===== config.mk =====
export PLATFORM = sky130hd
export DESIGN_NAME = branch_resolve
export DESIGN_NICKNAME = d
export VERILOG_FILES = /design/src/rtl/branch_resolve.sv
export SDC_FILE = /design/constraint.sdc
export NUM_CORES = 1
export LEC_CHECK = 0
export CAP_MARGIN = 10
export CORE_AREA = 2 2 145 147
export DETAILED_ROUTE_END_ITERATION = 12
export DIE_AREA = 0 0 147 149
export GPL_TIMING_DRIVEN = 0
export PLACE_DENSITY = 0.77
export SYNTH_ARGS = -nofsm -noshare
export SYNTH_HDL_FRONTEND = slang
export SYNTH_SLANG_ARGS = --single-unit

===== constraint.sdc =====
create_clock -name clk -period 9.2 [get_ports clk]
set_clock_uncertainty 0.05 [all_clocks]
set_input_delay 2.76 -clock clk [delete_from_list [all_inputs] [get_ports clk]]
set_output_delay 2.76 -clock clk [all_outputs]
set_load 0.005 [all_outputs]

===== src/rtl/branch_resolve.sv =====
// Branch condition evaluation with registered taken pulse and target, plus a wrong-path shadow.
// Optional BRANCH_RESOLVE_STATS_EN adds saturating evaluated/taken branch counters.
module branch_resolve #(
    parameter int XLEN       = 64,
    parameter int SHADOW_LEN = 2
) (
    input  logic            clk,
    input  logic            reset,
    input  logic            ex_valid,
    input  logic            ex_branch,
    input  logic [2:0]      funct3,
    input  logic [XLEN-1:0] rs1_data,
    input  logic [XLEN-1:0] rs2_data,
    input  logic [XLEN-1:0] pc,
    input  logic [XLEN-1:0] imm,
    output logic            branch,
    output logic [XLEN-1:0] target_pc,
    output logic            in_shadow
`ifdef BRANCH_RESOLVE_STATS_EN
    ,
    output logic [15:0]     br_count,
    output logic [15:0]     taken_count
`endif
);

    typedef enum logic {
        IDLE   = 1'b0,
        SHADOW = 1'b1
    } state_t;

    state_t                 state, state_nxt;
    logic [1:0]             cnt, cnt_nxt;
    logic                   eval, taken;
    logic signed [XLEN-1:0] rs1_s, rs2_s;
    logic                   branch_p1;
    logic [XLEN-1:0]        target_pc_p1;

    assign rs1_s = rs1_data;
    assign rs2_s = rs2_data;

    function automatic logic cond_taken(input logic [2:0] f3,
                                        input logic signed [XLEN-1:0] a,
                                        input logic signed [XLEN-1:0] b);
        case (f3)
            3'b000:  return a == b;
            3'b001:  return a != b;
            3'b100:  return a < b;
            3'b101:  return a >= b;
            3'b110:  return $unsigned(a) < $unsigned(b);
            3'b111:  return $unsigned(a) >= $unsigned(b);
            default: return 1'b0;
        endcase
    endfunction

    // Shadow counter holds the remaining wrong-path cycles; leaving on 1 keeps it 0 in IDLE.
    always_comb begin
        state_nxt = state;
        cnt_nxt   = cnt;
        eval      = ex_valid && ex_branch && (state == IDLE);
        taken     = eval && cond_taken(funct3, rs1_s, rs2_s);
        case (state)
            IDLE: begin
                if (taken) begin
                    state_nxt = SHADOW;
                    cnt_nxt   = 2'(SHADOW_LEN);
                end
            end
            SHADOW: begin
                if (cnt == 2'd1) begin
                    state_nxt = IDLE;
                    cnt_nxt   = 2'd0;
                end else begin
                    cnt_nxt = cnt - 2'd1;
                end
            end
            default: begin
                state_nxt = IDLE;
                cnt_nxt   = 2'd0;
            end
        endcase
    end

    // Stage p1: registered pulse and target; target holds between pulses.
    always_ff @(posedge clk) begin
        if (reset) begin
            state        <= IDLE;
            cnt          <= 2'd0;
            branch_p1    <= 1'b0;
            target_pc_p1 <= '0;
        end else begin
            state     <= state_nxt;
            cnt       <= cnt_nxt;
            branch_p1 <= taken;
            if (taken) begin
                target_pc_p1 <= pc + imm;
            end
        end
    end

    assign branch    = branch_p1;
    assign target_pc = target_pc_p1;
    assign in_shadow = (state == SHADOW);

`ifdef BRANCH_RESOLVE_STATS_EN
    function automatic logic [15:0] sat_inc(input logic [15:0] v);
        return (v == 16'hFFFF) ? v : v + 16'd1;
    endfunction

    logic [15:0] br_count_p1, taken_count_p1;

    always_ff @(posedge clk) begin
        if (reset) begin
            br_count_p1    <= 16'd0;
            taken_count_p1 <= 16'd0;
        end else begin
            if (eval) begin
                br_count_p1 <= sat_inc(br_count_p1);
            end
            if (taken) begin
                taken_count_p1 <= sat_inc(taken_count_p1);
            end
        end
    end

    assign br_count    = br_count_p1;
    assign taken_count = taken_count_p1;
`endif

endmodule


# [Word level (Yosys, flattened, before mapping)]
# Index checks and enable logic that the tools add are counted.
[totals] output_inout_bits=66 inputBits=263 word_cells=31 ff_bits=68
[op_classes] eq_ne=9 n_bitwise=1 n_reduce_logical=4 n_mux=7 magnitude_cmp=4 add_sub_neg=2
[op_table] op="$ge 64x64->1" n=2
[op_table] op="$lt 64x64->1" n=2
[op_table] op="$add 64x64->64" n=1
[op_table] op="$eq 64x64->1" n=1
[op_table] op="$ne 64x64->1" n=1
[op_table] op="$eq 3x3->1 const B" n=4
[op_table] op="$pmux 1 s6" n=1
[op_table] op="$mux 2" n=2
[op_table] op="$pmux 2 s2" n=1
[op_table] op="$eq 3x1->1 const B" n=1
[op_table] op="$logic_and 1x1->1" n=3
[op_table] op="$logic_not 3->1" n=1
[op_table] op="$eq 2x1->1 const B" n=1
[op_table] op="$mux 1" n=2
[op_table] op="$ne 2x2->1 const B" n=1
[op_table] op="$pmux 1 s2" n=1
[op_table] op="$sub 2x1->2 const B" n=1
[op_table] op="$not 1->1" n=1

# [Depth between registers and ports, before layout]
# Gate-level depths: netlist (run 1).
[logic_depth] word_depth=5 mapped_depth=14 mapped_depth_nobuf=13

# [Worst setup path after synthesis (run 1)]
# Ideal clock, no wire load.
[synth_timing] kind="input -> register" startpoint="input pc[0]" endpoint="register target_pc_p1[60], in the netlist target_pc[60]" required_time_ns=9.033 path_buffers=0 cell_stages=13 arrival_time_ns=5.409 path_slack_ns=3.625 setup_time_ns=0.117 cell_sequence="ha_1 inv_1 fa_1 nor2b_1 o211ai_1 a21oi_2 o21ai_2 a2111o_1 a2111oi_4 nor2_1 o211a_1 xnor2_1 a22o_1"
[synth_between] elab_chain_len=1
[synth_rtl] item="start: declaration" line="14" text="input logic [XLEN-1:0] pc,"
[synth_rtl] item="$add 64x64->64" line="95" text="target_pc_p1 <= pc + imm;"
[synth_rtl] item="end signal: assignment" line="95"
[synth_rtl] item="end: declaration" line="36" text="logic [XLEN-1:0] target_pc_p1;"
# Every way passes these cells.
# A chain may end at the register's enable or synchronous reset.

# [Worst setup path after layout (run 1)]
[layout_timing] startpoint="input pc[0]" endpoint="register target_pc_p1[62], in the netlist target_pc[62]"
# Same word-level chain as after synthesis.

==> flow_summary.toml, run 1 <==
[timing]
rsz0062_at_grt = "no"
setup_viol = 0
finalCritPeriodShare_pct = 69.0
min_period_ns = 6.35
hold_violations = 0
final_max_slew_viol_count = 0
fmax_mhz = 158
slew_headroom_pct = 27.3
worstMarginPinSlew_ns = 1.08
tns_ns = 0

[global_route]
antenna_found_initial = 1
grt_usage_pct = 24.3
grt_pass1_wl_mm = 43.1
grt_pass1_vias = 8670
grt_max_degree = 12
overflow = 0

[place]
port_buffers = 328
place_congestion = 0.920
dp_hpwl_mm = 23.3
dpl_cell_area_mm2 = 0.0116

[clock_network]
clk_pin_slew_worst_paths_ns = 0.06
clock_path_buffers = 2
htreeDepth = 3
root_buffer = "clkbuf_16"
clk_latency_ns = 0.34
cts_hold_buf = 0
cts_buffers = 9
cts_resized = 0
post_cts_buffers = 0
clock_sinks = 68
cts_tree = "done"

[cells_and_area]
drive_above_1_share_pct = 2.60
syn2layout_area_growth_pct = 49.4
fin_area_mm2 = 0.0119
fin_nets = 1774

[routing]
drc = 0
vias = 8968
antenna_left = 0
wl_per_cell_um = 16.8
totalWireLength_mm = 27.9
dr.first_iter.drc_count = 438
vias_per_cell = 5.39
first_pass_iters = 5

[run]
drv_cap = 0

[yosys]
synthArstFlopShare_pct = 0
synth_edf_count = 0
yosys.area.top_type_share_pct = 20.1
syn_area_per_cell_um2 = 7.63
synth_top_area_cell = "ha_1"
seq_area_frac_synth_pct = 17.1
synth_common_cells = "128 x ha_1, 110 x a21oi_1, 97 x nor2_1, 87 x inv_1, 78 x nand2_1"
synth-seq-cells = 68
syn_area_mm2 = 0.00796
synth_fp_nets = 1435
syn-instance-count = 1043
ys_top_cells_by_area = "ha_1 20%, dfxtp_1 17%, a21oi_1 6.9%"
synth_most_common_cell = "ha_1"
ys_warn_count = 0
synth_top_flop_cell = "dfxtp_1"
ys_types = 64

[pwr]
ir_worst_vdd_mv = 0.0866
powerDensity_mw_per_mm2 = 108
p_leak_uw = 0.00513

[setup_path]
crit_path_start_kind = "input pin"
worstPathArrival_ns = 6.53
crit_path_end_kind = "flip-flop"
cpPeakStageDelay_ns = 0.48
path_class = "input pin to flip-flop"
worstPathRequired_ns = 9.39
path_cells = "clkdlybuf4s50_1 -> ha_1 -> inv_1 -> fa_1 -> nor2b_1 -> o211ai_1 -> a21oi_2 -> nor3_1 -> nor3_1 -> o21ai_0 -> a31oi_1 -> a31oi_1 -> mux2_2 -> a32o_1"
cp_slowest_cell = "nor3_1"
cp_max_fo = 4

[floorplanning]
die_width_um = 147
start_util_pct = 38.7
core_area_mm2 = 0.0206
fp-row-count = 53
io_pins = 329
die_h_um = 149
dieArea_mm2 = 0.0219

[worst_hold_path]
min_path_type = "flip-flop to flip-flop"

[run_status]
outcome = "finished clean"
-- cell usage in the layout, fill, tap and decap left out, drive strengths merged, types with 23 or more instances in the layout --
master         count
clkdlybuf4s50    328
inv               87
clkbuf            33
ha               128
xnor2             37
nor3              23
o21ai             51
nand4             33
a21o              55
nor2              98
mux2i             39
nand2             78
a21oi            111
dfxtp             68
-- worst max-delay path, delay by kind of cell --
family | cells | cell delay, ns
mux | 1 | 0.33
compound gates | 6 | 1.57
fa+ha+maj | 2 | 0.60
simple gates | 3 | 0.74
buf+inv | 2 | 0.53
-- per-stage QoR --
stage                     hold WS [ns]  worst slack [ns]  cells  util [%]  power [uW]
final                            0.398              2.85   1663      57.8        1290
after global routing             0.413              2.62   1663      57.8        1360
after CTS                        0.402              2.90   1662      57.8        1290
after global placement           0.388              2.58   1646      56.3         914
after floorplan                  0.398              3.62   1043         -         670
after detailed placement         0.396              2.54   1646      56.3         921
-- registers in the layout, indices dropped and copies added (netlist names) --
register / count
target_pc: 64
cnt: 2
branch: 1
in_shadow: 1
-- layout make-up --
type,count,area (um^2)
diodes,1,2.50
plain buffers,30,151
clock buffers,12,256
clock inverters,4,47.5
fillers,1904,8670
inverters,87,327
multi-input cells,858,6120
flip-flops and latches,68,1360
well taps,275,344
repair buffers,328,3280
-- kinds of logic after synthesis --
kind of cell	count (synthesis)	synth area share [%]
XOR/XNOR	55	6.06
multiplexers	41	5.19
AND/OR/NAND/NOR	303	18.2
flip-flops	68	17.1
buffers and inverters	117	6.01
adder cells (fa/ha/maj)	129	20.4
AO/OA/AOI/OAI	330	27.1
-- metal layers --
layer  global-route usage, %  up-vias  share of wire [%]
li1                        -     4478                  -
met1                    29.7     4073                 42
met2                    43.5      373                 48
met3                    4.46       44                7.2
met4                    7.74        0                2.6
met5                       0        -                  0
-- path summary, 6_finish.rpt --
kind,cells past startpoint,slack (ns),to,startpoint
setup reg to reg,8,6.96,target_pc[55],in_shadow
hold reg to reg,2,0.40,target_pc[23],target_pc[23]
setup / recovery,14,2.85,target_pc[62],pc[0]
hold / removal,2,0.40,target_pc[23],target_pc[23]
-- report_power, final --
group	total (uW)	internal, uW	switching, uW
clock	364	224	140
combinational	594	305	289
sequential	329	316	12.6
total	1290	845	441
No activity file was read; power rests on OpenSTA's default activity.
==> run 2, diff against run 1 <==
clock period = 6.35 ns   (was 9.2 ns; I/O delays follow)
==> results of run 2 <==
The final DEF is identical to that of run 1. Status: finished clean.
Among the figures that moved: setup slack after placement 2.54 ns -> 0.540 ns; setup slack after layout 2.85 ns -> 0.859 ns; register-to-register setup slack 6.96 ns -> 4.11 ns; total power 1290 uW -> 1860 uW; worst IR drop on VDD 0.0866 mV -> 0.126 mV
==> run 3, diff against run 2 <==
CTS_BUF_LIST = sky130_fd_sc_hd__clkbuf_16   (was unset)
GPL_ROUTABILITY_DRIVEN = 0   (was unset)
==> flow_summary.toml, run 3 (synthesized netlist as in run 1, its figures left out) <==
[routing]
first_pass_iters = 5
vias = 9002
antenna_left = 0
wl_per_cell_um = 16.3
vias_per_cell = 5.41
totalWireLength_mm = 27.2
drc = 0
dr.first_iter.drc_count = 510

[floorplanning]
fp-row-count = 53
core_area_mm2 = 0.0206
start_util_pct = 38.7
dieArea_mm2 = 0.0219
die_width_um = 147
die_h_um = 149
io_pins = 329

[worst_hold_path]
worstHoldStart = "target_pc[27]"
hold_end = "target_pc[27]"
min_path_type = "flip-flop to flip-flop"
hold_depth = 2

[pwr]
p_leak_uw = 0.00512
total_power_uw = 1780
ir_worst_vdd_mv = 0.111
powerDensity_mw_per_mm2 = 150

[clock_network]
cts_hold_buf = 0
clk_pin_slew_worst_paths_ns = 0.05
clk_latency_ns = 0.34
htreeDepth = 3
root_buffer = "clkbuf_16"
cts_buffers = 9
post_cts_buffers = 0
cts_resized = 0
cts_tree = "done"
clock_path_buffers = 2
clock_sinks = 68

[global_route]
antenna_found_initial = 1
overflow = 0
grt_max_degree = 11
grt_pass1_vias = 8685
grt_usage_pct = 24.0
grt_pass1_wl_mm = 42.6

[setup_path]
cp_max_fo = 10
cpPeakStageDelay_ns = 0.75
path_cells = "clkdlybuf4s50_1 -> inv_1 -> ha_1 -> nand4_1 -> nor4_1 -> nand4_1 -> xnor2_1 -> a22o_1 -> o311ai_0 -> mux2i_1 -> nor2_2 -> nor2_1 -> buf_2 -> a22o_1"
crit_path_start_kind = "input pin"
path_class = "input pin to flip-flop"
cp_slowest_cell = "nor4_1"
crit_path_end_kind = "flip-flop"
worstRegToRegCells = 8
worstPathArrival_ns = 5.73
reg2reg_slack_ns = 4.03
r2r_end = "target_pc[55]"
worstPathRequired_ns = 6.58
r2r-start = "in_shadow"

[timing]
setup_viol = 0
fin_ws_ns = 0.848
min_period_ns = 5.50
tns_ns = 0
finalCritPeriodShare_pct = 86.7
slew_headroom_pct = 28.7
hold_violations = 0
rsz0062_at_grt = "no"
final_max_slew_viol_count = 0
hold-worst-slack_ns = 0.400
worstMarginPinSlew_ns = 1.05
fmax_mhz = 182

[place]
dp_hpwl_mm = 22.8
dp.cells = 1646
port_buffers = 328
dp_slack_ns = 0.487

[cells_and_area]
final_cell_count_no_fill = 1663
final_common_cell = "clkdlybuf4s50_1"
fin_nets = 1774
syn2layout_area_growth_pct = 48.8
largest_register_ffs = 64
mostFrequentLayoutCells = "328 x clkdlybuf4s50_1, 128 x ha_1, 110 x a21oi_1"
drive_above_1_share_pct = 2.31

[run]
drv_cap = 0

[run_status]
outcome = "finished clean"
==> run 3: cell count changes in the layout (fill, tap and decap cells not counted) <==
cell,before,now
clkbuf_1,22,21
clkbuf_8,2,0
clkinvlp_4,1,0
clkinv_1,0,1
inv_1,87,91
bufinv_16,1,0
==> run 3: worst max path at each step <==
| stage | slack, ns | startpoint | end | cells after the start |
|---|---|---|---|---|
| 6_report | 0.85 | rs2_data[58] | target_pc[55] | 14 |
| 5_1_grt | 0.63 | rs2_data[63] | target_pc[55] | 14 |
| 4_1_cts | 0.82 | rs2_data[58] | target_pc[55] | 14 |
| 3_5_place_dp | 0.49 | rs2_data[58] | target_pc[55] | 14 |
| 3_3_place_gp | 0.60 | pc[0] | target_pc[62] | 14 |
| 2_1_floorplan | 1.63 | pc[0] | target_pc[60] | 13 |
==> run 3: worst max-delay path, delay by kind of cell <==
kind	cells	cell delay, ns
compound gates	3	0.52
simple gates	5	1.69
xor+xnor	1	0.24
buf+inv	3	0.83
fa+ha+maj	1	0.29
mux	1	0.24
==> run 3: cell type report <==
| class | instances | area (um^2) |
|---|---|---|
| Tap cell | 275 | 344 |
| Antenna cell | 1 | 2.50 |
| Inverter | 87 | 327 |
| Sequential cell | 68 | 1360 |
| Clock buffer | 9 | 225 |
| Fill cell | 1906 | 8720 |
| Multi-Input combinational cell | 858 | 6120 |
| Timing Repair Buffer | 328 | 3280 |
| Clock inverter | 7 | 28.8 |
| Buffer | 30 | 151 |
==> run 3: power by group <==
| part | internal [uW] | leakage (uW) | switching, uW |
|---|---|---|---|
| logic | 442 | 0.00443 | 413 |
| clock network | 256 | 0.000142 | 191 |
| registers | 458 | 0.000552 | 18.2 |
==> run 3: metrics by stage <==
step	cell area [um^2]	utilization (%)
after floorplan	7960	-
after global placement	11600	56.3
after detailed placement	11600	56.3
after CTS	11800	57.6
after global routing	11800	57.6
final	11800	57.6
==> run 3: layer usage <==
layer	part of all wire (%)	global-route usage, %	wire [um]
met5	0	0	0
met1	42	28.6	11300
met3	7.2	4.56	1950
met2	48	42.5	13000
met4	3.5	9.81	960
